===== src/rtl/traffic_light_ctrl_if.sv =====
// Signal bundle between the traffic-light controller and its environment.
// Carries the night/pedestrian requests in and the lamp/debug outputs out.
interface traffic_light_ctrl_if;
  logic       night_mode;
  logic       ped_req;
  logic [2:0] RGB1;
  logic [2:0] RGB2;
  logic       walk;
  logic       ped_pending;
  logic [2:0] state_o;

  modport master (
    output night_mode, ped_req,
    input  RGB1, RGB2, walk, ped_pending, state_o
  );

  modport slave (
    input  night_mode, ped_req,
    output RGB1, RGB2, walk, ped_pending, state_o
  );
endinterface


===== src/rtl/traffic_light_ctrl.sv =====
// Two-road traffic-light controller with tick prescaler, pedestrian walk
// phase and flashing-yellow night mode.
// Ports: clk, reset (sync, active-high); bus.slave = night_mode, ped_req in;
//        RGB1, RGB2 {R,G,B}, walk, ped_pending, state_o out.
module traffic_light_ctrl #(
  parameter int CLK_DIV  = 100000000,
  parameter int T_GREEN  = 12,
  parameter int T_YELLOW = 5,
  parameter int T_ALLRED = 1,
  parameter int T_WALK   = 8,
  parameter int CNT_W    = 8
) (
  input logic clk,
  input logic reset,
  traffic_light_ctrl_if.slave bus
);

  localparam int DW = (CLK_DIV > 1) ? $clog2(CLK_DIV) : 1;
  localparam logic [DW-1:0] DIV_MAX = DW'(CLK_DIV - 1);

  localparam logic [2:0] RED = 3'b100;
  localparam logic [2:0] GRN = 3'b010;
  localparam logic [2:0] YEL = 3'b110;
  localparam logic [2:0] OFF = 3'b000;

  typedef enum logic [2:0] {
    A_GRN = 3'd0,
    A_YEL = 3'd1,
    AR1   = 3'd2,
    B_GRN = 3'd3,
    B_YEL = 3'd4,
    AR2   = 3'd5,
    WALK  = 3'd6,
    FLASH = 3'd7
  } state_e;

  state_e           st_q, st_d;
  logic [DW-1:0]    div_q, div_d;
  logic [CNT_W-1:0] cnt_q, cnt_d, t_last;
  logic             ped_q, ped_d;
  logic             blink_q, blink_d;
  logic             nb_q, nb_d;
  logic             tick, term;
  logic [2:0]       rgb1, rgb2;
  logic             walk_l;

  always_ff @(posedge clk) begin
    if (reset) begin
      st_q    <= AR2;
      div_q   <= '0;
      cnt_q   <= '0;
      ped_q   <= 1'b0;
      blink_q <= 1'b0;
      nb_q    <= 1'b0;
    end else begin
      st_q    <= st_d;
      div_q   <= div_d;
      cnt_q   <= cnt_d;
      ped_q   <= ped_d;
      blink_q <= blink_d;
      nb_q    <= nb_d;
    end
  end

  always_comb begin
    tick  = (div_q == DIV_MAX);
    div_d = tick ? '0 : div_q + 1'b1;
  end

  always_comb begin
    t_last = '0;
    case (st_q)
      A_GRN, B_GRN: t_last = CNT_W'(T_GREEN - 1);
      A_YEL, B_YEL: t_last = CNT_W'(T_YELLOW - 1);
      AR1, AR2:     t_last = CNT_W'(T_ALLRED - 1);
      WALK:         t_last = CNT_W'(T_WALK - 1);
      default:      t_last = '0;
    endcase
    term = (cnt_q == t_last);
  end

  always_comb begin
    st_d    = st_q;
    cnt_d   = cnt_q;
    ped_d   = ped_q;
    blink_d = blink_q;
    nb_d    = nb_q;

    // Requests are dropped while walking or flashing.
    if (bus.ped_req && st_q != WALK && st_q != FLASH)
      ped_d = 1'b1;
    if (st_q == FLASH)
      ped_d = 1'b0;

    if (tick) begin
      cnt_d = term ? '0 : cnt_q + 1'b1;
      case (st_q)
        A_GRN: begin
          if (bus.night_mode || term) begin
            st_d  = A_YEL;
            cnt_d = '0;
          end
        end
        B_GRN: begin
          if (bus.night_mode || term) begin
            st_d  = B_YEL;
            cnt_d = '0;
          end
        end
        A_YEL: if (term) st_d = AR1;
        B_YEL: if (term) st_d = AR2;
        AR1, AR2: begin
          if (term) begin
            if (bus.night_mode) begin
              st_d    = FLASH;
              ped_d   = 1'b0;
              blink_d = 1'b1;
            end else if (ped_q) begin
              st_d  = WALK;
              ped_d = 1'b0;
              nb_d  = (st_q == AR1);
            end else begin
              st_d = (st_q == AR1) ? B_GRN : A_GRN;
            end
          end
        end
        WALK: if (term) st_d = nb_q ? B_GRN : A_GRN;
        FLASH: begin
          cnt_d   = '0;
          blink_d = ~blink_q;
          if (!bus.night_mode) st_d = AR2;
        end
        default: st_d = AR2;
      endcase
    end
  end

  always_comb begin
    rgb1   = RED;
    rgb2   = RED;
    walk_l = 1'b0;
    case (st_q)
      A_GRN: rgb1 = GRN;
      A_YEL: rgb1 = YEL;
      B_GRN: rgb2 = GRN;
      B_YEL: rgb2 = YEL;
      WALK:  walk_l = 1'b1;
      FLASH: begin
        rgb1 = blink_q ? YEL : OFF;
        rgb2 = blink_q ? YEL : OFF;
      end
      default: ;
    endcase
  end

  assign bus.RGB1        = rgb1;
  assign bus.RGB2        = rgb2;
  assign bus.walk        = walk_l;
  assign bus.ped_pending = ped_q;
  assign bus.state_o     = st_q;

endmodule


===== src/flat_wrapper.sv =====
// flat-port wrapper written by rule: the top's interface ports become plain ports
module traffic_light_ctrl_flat 
#(
  parameter int CLK_DIV  = 100000000,
  parameter int T_GREEN  = 12,
  parameter int T_YELLOW = 5,
  parameter int T_ALLRED = 1,
  parameter int T_WALK   = 8,
  parameter int CNT_W    = 8
)
  (clk, reset, bus_night_mode, bus_ped_req, bus_RGB1, bus_RGB2, bus_walk, bus_ped_pending, bus_state_o);
  traffic_light_ctrl_if bus_i ();
  input logic clk;
  input logic reset;
  input wire logic [$bits(bus_i.night_mode)-1:0] bus_night_mode;
  input wire logic [$bits(bus_i.ped_req)-1:0] bus_ped_req;
  output wire logic [$bits(bus_i.RGB1)-1:0] bus_RGB1;
  output wire logic [$bits(bus_i.RGB2)-1:0] bus_RGB2;
  output wire logic [$bits(bus_i.walk)-1:0] bus_walk;
  output wire logic [$bits(bus_i.ped_pending)-1:0] bus_ped_pending;
  output wire logic [$bits(bus_i.state_o)-1:0] bus_state_o;
  assign bus_i.night_mode = bus_night_mode;
  assign bus_i.ped_req = bus_ped_req;
  assign bus_RGB1 = bus_i.RGB1;
  assign bus_RGB2 = bus_i.RGB2;
  assign bus_walk = bus_i.walk;
  assign bus_ped_pending = bus_i.ped_pending;
  assign bus_state_o = bus_i.state_o;
  traffic_light_ctrl #(.CLK_DIV(CLK_DIV), .T_GREEN(T_GREEN), .T_YELLOW(T_YELLOW), .T_ALLRED(T_ALLRED), .T_WALK(T_WALK), .CNT_W(CNT_W)) u_core (.clk(clk), .reset(reset), .bus(bus_i));
endmodule

===== config.mk =====
export PLATFORM = sky130hd
export DESIGN_NAME = traffic_light_ctrl_flat
export DESIGN_NICKNAME = d
export VERILOG_FILES = /design/src/rtl/traffic_light_ctrl_if.sv /design/src/rtl/traffic_light_ctrl.sv /design/src/flat_wrapper.sv
export SDC_FILE = /design/constraint.sdc
export NUM_CORES = 1
export LEC_CHECK = 0
export CAP_MARGIN = 20
export CORE_MARGIN = 2
export CORE_UTILIZATION = 60
export DETAILED_ROUTE_END_ITERATION = 10
export GPL_ROUTABILITY_DRIVEN = 0
export PLACE_DENSITY = 0.91
export SLEW_MARGIN = 0
export SYNTH_ARGS = -nofsm -noshare
export SYNTH_HDL_FRONTEND = slang
export SYNTH_SLANG_ARGS = --single-unit
export TNS_END_PERCENT = 100

===== constraint.sdc =====
create_clock -name clk -period 3.1 [get_ports clk]
set_input_delay 0.62 -clock clk [delete_from_list [all_inputs] [get_ports clk]]
set_output_delay 0.62 -clock clk [all_outputs]
set_load 0.02 [all_outputs]

Word level (Yosys, flattened, before mapping) --
Cells that the tools add are included.
Storage, ports and cells: register bits 41, output and inout port bits 11, logic and storage cells 71
Cells by class: $add $sub $neg 2, equality and inequality tests 19, mux-type cells 30, bitwise logic cells 2, reduce and logical (&&, ||, !) cells 12
Operator list (count):
- $mux W3 | 10
- $add A27 B1 Y27 const B | 1
- $eq A27 B27 Y1 const B | 1
- $pmux W3 S7 | 1
- $pmux W3 S3 | 2
- $mux W8 | 2
- $pmux W8 S2 | 1
- $eq A3 B3 Y1 const B | 4
- $ne A2 B1 Y1 const B | 6
- $pmux W4 S3 | 1
- $mux W1 | 10
- $add A8 B1 Y8 const B | 1
- $eq A8 B4 Y1 | 1
- $reduce_and A8 Y1 | 1
- $reduce_or A2 Y1 | 4
- $eq A3 B2 Y1 const B | 2
- $ne A3 B3 Y1 const B | 2
- $reduce_and A5 Y1 | 1
- $mux W2 | 2
- $ne A2 B2 Y1 const B | 2
- $reduce_and A4 Y1 | 1
- $eq A3 B1 Y1 const B | 1
- $logic_not A3 Y1 | 1
- $logic_and A1 B1 Y1 | 2
- other kinds (4) | 5

Logic depth before layout (Yosys ltp) --
Gate-level depths: netlist (run 1).
word-level depth 10, depth in mapped cells 8

Worst setup path after synthesis (run 1) --
OpenSTA, ideal clock, no wires.
path kind input to register, start input bus_night_mode, end register u_core.st_q[2], in the netlist u_core.bus.state_o[2], setup time 0.087 ns, arrival 2.027 ns, setup slack 0.986 ns, cell stages on the path 7, path through clkbuf_1 inv_1 or4_1 o21ai_1 a21oi_2 o31a_1 o31ai_1
On the way: word-level cells in the longest chain between the ends 3
Ends and longest elaborated chain:
- from (decl) | RTL line flat_wrapper.sv:15 | input wire logic [$bits(bus_i.night_mode)-1:0] bus_night_mode;
- $mux W3 or $logic_or A1 B1 Y1 (tied branches) | RTL line traffic_light_ctrl.sv:114, traffic_light_ctrl.sv:99, traffic_light_ctrl.sv:105
- $mux W3 or $ne A2 B1 Y1 (tied branches)
- $pmux W3 S7 or $reduce_and A8 Y1 (tied branches)
- to (signal assigned) | RTL line traffic_light_ctrl.sv:56 | st_q <= st_d;
- to (decl) | RTL line traffic_light_ctrl.sv:37 | state_e st_q, st_d;
Parallel ways exist; a longest one is shown, timed or not. The select of a mux whose other input is x is not followed. A chain may end at the register's enable or synchronous reset.

Worst setup path after layout (run 1) --
start register u_core.st_q[2], in the netlist u_core.bus.state_o[2], end output bus_RGB1[1]
On the way: word-level cells in the longest chain between the ends 2
Ends and longest elaborated chain:
- $eq A3 B3 Y1 (tied with other cells) | RTL line traffic_light_ctrl.sv:142 | case (st_q)
- $pmux W3 S3 (*) | RTL line traffic_light_ctrl.sv:142
- to (decl) | RTL line flat_wrapper.sv:17 | output wire logic [$bits(bus_i.RGB1)-1:0] bus_RGB1;
Mark *: on every way between the ends. The rest lies on a longest branch, timed or not.

==> flow_metrics.tcl, run 1 <==
set metrics [dict create \
    leakage_nw 0.879 \
    drive_gt1_share_pct 9.19 \
    grt_use_total_pct 22.9 \
    rsz0062_at_grt "false" \
    dieArea_um2 4080 \
    dr.first_iter.drc_count 73 \
    worst_slack_ns 0.264 \
    r2r_end "u_core.cnt_q[5]" \
    drc 0 \
    regToRegSetupSlack_ns 0.87 \
    cp-end-kind "primary output" \
    slowest_stage "clkdlybuf4s50_1" \
    antennaDiodeCount 0 \
    fin_crit_sh_pct 91.5 \
    wl_per_cell_um 13.3 \
    yosys_register_bits 41 \
    fp.dieW_um 63.9 \
    yosysTopAreaCell "dfxtp_1" \
    relSlewSlack_pct 51.1 \
    vias 1804 \
    synth_top_area_share_pct 38.2 \
    path_buf_inv 3 \
    area_delta_synth_final_pct 11.8 \
    cp-start-kind "register" \
    min_path_cells 1 \
    maxSlewViolCount 0 \
    place_area_um2 2310 \
    cts_tree "built" \
    async_flop_share_pct 0 \
    synth.area.top_cells "dfxtp_1 (38%), xor2_1 (6.5%), nor2_1 (6.3%)" \
    setup_viol 0 \
    period_needed_ns 2.84 \
    row_count 21 \
    p_per_area_nw_per_um2 410 \
    antenna_found_initial 0 \
    syn_area_per_cell_um2 8.33 \
    ir_drop_mv 0.400 \
    synth_compound_area_share_pct 15.0 \
    io_buffers 12 \
    synth_cells 258 \
    ff2ff_path_depth 7 \
    r2r-start "u_core.bus.state_o[1]" \
    ys_seq_area_share_pct 38.2 \
    fill_cells 250 \
    yosysMostFrequentCell "dfxtp_1" \
    clock_skew_ns 0.00651 \
    hold_end "u_core.div_q[0]" \
    synth_top_family_by_area "simple AND/OR/NAND/NOR gates" \
    ctsResizeCount 0 \
    tightest_slew_ns 0.727 \
    maxCapViolations 0 \
    grt_pass1_wl_um 7380 \
    fmax_mhz 353 \
    cts.sinks 41 \
    ys_types 51 \
    grt_max_degree 26 \
    fin_tns_setup_ns 0 \
    path_delay_family "buffers and inverters" \
    worstPathArrival_ns 2.22 \
    ios 15 \
    drt-total-wl_um 4230 \
    dp_hpwl_um 3050 \
    fin_nets 277 \
    ys_dominant_reg_cell "dfxtp_1" \
    place_ws_ns 0.298 \
    synth-adder-area-share_pct 1.16 \
    muxShareOfSynthArea_pct 1.05 \
    die_y_um 63.9 \
    fp.coreArea_um2 3390 \
    first_pass_iters 4 \
    crit_type "reg2out" \
    hold_viol 0 \
    worstPathRequired_ns 2.48 \
    cts_max_level 2 \
    path_max_fanout 12 \
    status "finished, final reports clean" \
    synth_top_cells_by_count "dfxtp_1 (41), nor2_1 (36), nand2_1 (18), nand3_1 (16), xor2_1 (16)" \
    holdBufCountCts 0 \
    yosysWarnings 0 \
    post_cts_buffers 0 \
    synth-simple-area-share_pct 27.5 \
    clock-root-buffer "clkbuf_4" \
    cts_buffer_depth 2 \
    hold_class "reg2reg" \
    grt_pass1_vias 1711 \
    final_cell_area_um2 2400 \
    netlist_area_um2 2150 \
    min_from "u_core.div_q[0]" \
    cp_slowest_stage_delay_ns 0.62 \
    start_util_pct 63.4 \
    grt_overflow 0 \
    path_clk_slew_ns 0.12 \
    clock_latency_ns 0.36 \
    numCtsBuffers 5 \
    path_cells "buf_4 -> inv_1 -> nor2_1 -> nand2_1 -> o21ai_0 -> clkdlybuf4s50_1" \
    p_total_w 0.000986 \
    final_antenna_net_count 0 \
    synthXorXnorAreaFrac_pct 11.4 \
    via_per_inst 5.67 \
    synth_edf_count 0 \
]
[area by class of cell]
| type | count | area [um2] | share of cell area (%) |
|---|---|---|---|
| clock inverter | 2 | 37.5 | 1.56 |
| timing repair buffer | 20 | 180 | 7.50 |
| tap | 46 | 57.6 | 2.39 |
| inverter | 11 | 41.3 | 1.72 |
| clock buffer | 6 | 51.3 | 2.13 |
| multi-input combinational | 192 | 1210 | 50.5 |
| sequential | 41 | 822 | 34.2 |
[worst max path at each step]
stage | from | cells after the start | end | slack [ns]
4_1_cts | u_core.bus.state_o[0] | 5 | bus_RGB1[1] | 0.14
6_report | u_core.bus.state_o[2] | 6 | bus_RGB1[1] | 0.26
3_3_place_gp | bus_night_mode | 7 | u_core.cnt_q[2] | 0.42
2_1_floorplan | bus_night_mode | 7 | u_core.bus.state_o[2] | 0.99
5_1_grt | u_core.bus.state_o[1] | 6 | bus_RGB1[1] | 0.09
3_5_place_dp | u_core.bus.state_o[0] | 6 | u_core.cnt_q[4] | 0.30
[report_power, final]
part           total [W]  internal, W  switching, W
Sequential      0.000540     0.000532    0.00000765
Combinational  0.0000752    0.0000298     0.0000454
Clock           0.000371     0.000192      0.000180
Total           0.000986     0.000754      0.000233
[sequential cells by signal (all words and copies together), names as in the netlist]
| signal | flops |
|---|---|
| u_core.nb_q | 1 |
| u_core.bus.ped_pending | 1 |
| u_core.div_q | 27 |
| u_core.blink_q | 1 |
| u_core.bus.state_o | 3 |
| u_core.cnt_q | 8 |
[cell usage in the layout, fill, tap and decap left out, drive strengths merged, types with 8 or more instances in the layout]
cell type      instances
a21oi                 10
clkdlybuf4s50         12
dfxtp                 41
inv                    9
nand2                 18
nand3                 16
nor2                  36
o21ai                  8
xnor2                 12
xor2                  16
[logic make-up after synthesis]
kind of cell             count (synthesis)
AO/OA/AOI/OAI                           44
XOR/XNOR                                28
adder cells (fa/ha/maj)                  2
buffers and inverters                   26
flip-flops                              41
multiplexers                             2
other                                    1
AND/OR/NAND/NOR                        114
[routing by layer]
layer	vias to the layer above	global-route usage [%]	wire length (um)
met5	-	0	0
met4	0	10.9	115
met3	11	6.51	169
met2	39	37.1	2040
met1	823	27.9	1910
li1	931	-	-
[metrics by stage]
step	hold slack, ns	instances	utilization [%]
3_3_place_gp	0.443	309	68.0
2_1_floorplan	0.430	259	-
4_1_cts	0.484	317	70.7
5_1_grt	0.493	318	70.9
6_report	0.480	318	70.9
3_5_place_dp	0.455	309	68.0
Power figures use the tool's default switching activity.
==> run 2: changes to the inputs <==
CORE_UTILIZATION = 44   (was 60)
HOLD_SLACK_MARGIN = 0.02   (was unset)
PLACE_DENSITY = 0.73   (was 0.91)
==> run 2 against run 1 <==
Against the previous run:
- sequential share of layout area is 0.37 points lower
- utilization shrank 20 points
- sequential cell count stayed put
- worst hold slack better by 0.0037 ns
- non-clock buffer count stayed put
- first-iteration DRC count grew 100%
- critical endpoint unchanged
- largest power group unchanged
==> flow_metrics.tcl, run 2 (same netlist as run 1, synthesis figures left out) <==
set metrics [dict create \
    status "finished, final reports clean" \
    hold_viol 0 \
    crit_type "reg2out" \
    clock_skew_ns 0.00576 \
    p_int_w 0.000738 \
    fp.coreArea_um2 4720 \
    row_count 25 \
    r2r_end "u_core.bus.state_o[2]" \
    clock_latency_ns 0.29 \
    post_cts_buffers 0 \
    area_delta_synth_final_pct 12.9 \
    via_per_inst 5.39 \
    fmax_mhz 375 \
    drive_gt1_share_pct 8.12 \
    grt_pass1_wl_um 7040 \
    r2r-start "u_core.bus.state_o[0]" \
    comb_power_share_pct 7.8 \
    grt_use_total_pct 16.2 \
    start_util_pct 45.5 \
    path_clk_slew_ns 0.07 \
    rsz0062_at_grt "false" \
    grt_overflow 0 \
    switching_power_w 0.000220 \
    cts_buffer_depth 2 \
    cp-end-kind "primary output" \
    switching_share_pct 23.0 \
    leakage_nw 0.878 \
    antenna_found_initial 0 \
    p_seq_share_pct 56.3 \
    relSlewSlack_pct 50.2 \
    vias 1821 \
    tightest_slew_ns 0.740 \
    drt-total-wl_um 4000 \
    worstPathArrival_ns 2.05 \
    dr.first_iter.drc_count 146 \
    largest_reg_flops 27 \
    regToRegSetupSlack_ns 0.89 \
    path_max_fanout 11 \
    maxCapViolations 0 \
    min_from "u_core.div_q[0]" \
    hold_end "u_core.div_q[0]" \
    min_path_cells 1 \
    final_antenna_net_count 0 \
    grt_max_degree 30 \
    layout_commonest_cell "dfxtp_1" \
    cts_max_level 2 \
    path_delay_family "buffers and inverters" \
    drc 0 \
    wl_per_cell_um 11.8 \
    final_cell_mix "dfxtp_1 (41), nor2_1 (36), nand2_1 (18)" \
    pwr-share-clk_pct 35.9 \
    cp-start-kind "register" \
    maxSlewViolCount 0 \
    dieArea_um2 5460 \
    worstPathRequired_ns 2.48 \
    clock-root-buffer "clkbuf_8" \
    antennaDiodeCount 0 \
    regMostFlops "u_core.div_q" \
    cp_slowest_stage_delay_ns 0.62 \
    numCtsBuffers 5 \
    cts_tree "built" \
    holdBufCountCts 0 \
    hold_class "reg2reg" \
    ff2ff_path_depth 6 \
    die_y_um 73.9 \
    slowest_stage "clkdlybuf4s50_1" \
    fill_cells 458 \
    fp.dieW_um 73.9 \
    ir_drop_mv 0.257 \
    ios 15 \
    fin_crit_sh_pct 86.0 \
    io_buffers 12 \
    cp_common_cell "nand2_1" \
    ctsResizeCount 0 \
    path_buf_inv 1 \
    cts.sinks 41 \
    multi_input_area_um2 1210 \
    p_total_w 0.000959 \
    fin_tns_setup_ns 0 \
    setup_viol 0 \
    fin_nets 277 \
    dp_hpwl_um 2920 \
    regArea_um2 821 \
    first_pass_iters 5 \
    grt_pass1_vias 1611 \
    path_cells "nand2_1 -> nor2_1 -> nand2_1 -> o21ai_0 -> clkdlybuf4s50_1" \
    period_needed_ns 2.67 \
    p_per_area_nw_per_um2 395 \
    path_depth 5 \
]
==> run 2: cell types whose count changed in the layout (fill, tap and decap cells not counted), sizes merged <==
| cell | change |
|---|---|
| clkbuf | +1 |
| clkinvlp | -1 |
| bufinv | -1 |
==> run 2: worst max path at each step <==
| stage | from | to | slack (ns) |
|---|---|---|---|
| 6_report | u_core.bus.state_o[0] | bus_RGB1[1] | 0.43 |
| 5_1_grt | u_core.bus.state_o[0] | bus_RGB1[1] | 0.22 |
| 2_1_floorplan | bus_night_mode | u_core.bus.state_o[2] | 0.99 |
| 3_3_place_gp | bus_night_mode | u_core.cnt_q[2] | 0.41 |
| 3_5_place_dp | bus_night_mode | u_core.cnt_q[4] | 0.37 |
| 4_1_cts | u_core.bus.state_o[0] | bus_RGB1[1] | 0.41 |
==> run 2: final cells by class <==
cell class / count / share of cell area [%]
inverter: 11 / 1.70
clock buffer: 7 / 3.56
multi-input combinational: 192 / 50.0
sequential: 41 / 33.8
timing repair buffer: 20 / 7.43
tap: 67 / 3.46
==> run 2: layer usage <==
layer / up-vias / share of wire (%) / global-route usage, %
li1: 933 / - / -
met1: 851 / 48 / 20.6
met2: 31 / 47 / 27.4
met3: 6 / 3.7 / 4.53
met4: 0 / 1.1 / 3.64
met5: - / 0 / 0
==> run 2: power by group through the flow <==
stage	logic (W)	registers, W	clock network (W)
floorplan	0.0000533	0.000551	0
global placement	0.0000734	0.000552	0
detailed placement	0.0000741	0.000552	0
CTS	0.0000746	0.000540	0.000356
global route	0.0000824	0.000541	0.000377
finish	0.0000745	0.000540	0.000345
==> run 2: per-stage QoR <==
step	cells	instance area, um2	util, %	hold slack, ns	worst slack, ns
2_1_floorplan	259	2150	-	0.430	0.986
3_3_place_gp	330	2330	49.4	0.446	0.414
3_5_place_dp	330	2330	49.4	0.460	0.370
4_1_cts	337	2420	51.2	0.478	0.405
5_1_grt	338	2430	51.4	0.516	0.220
6_report	338	2430	51.4	0.483	0.433
==> run 2: worst reg2reg max path, stage by stage (launching register included) <==
cell      delay [ns]
dfxtp_1         0.52
xor2_1          0.15
or4_4           0.45
a221oi_4        0.32
a21oi_2         0.16
o31a_1          0.31
o31ai_1         0.21
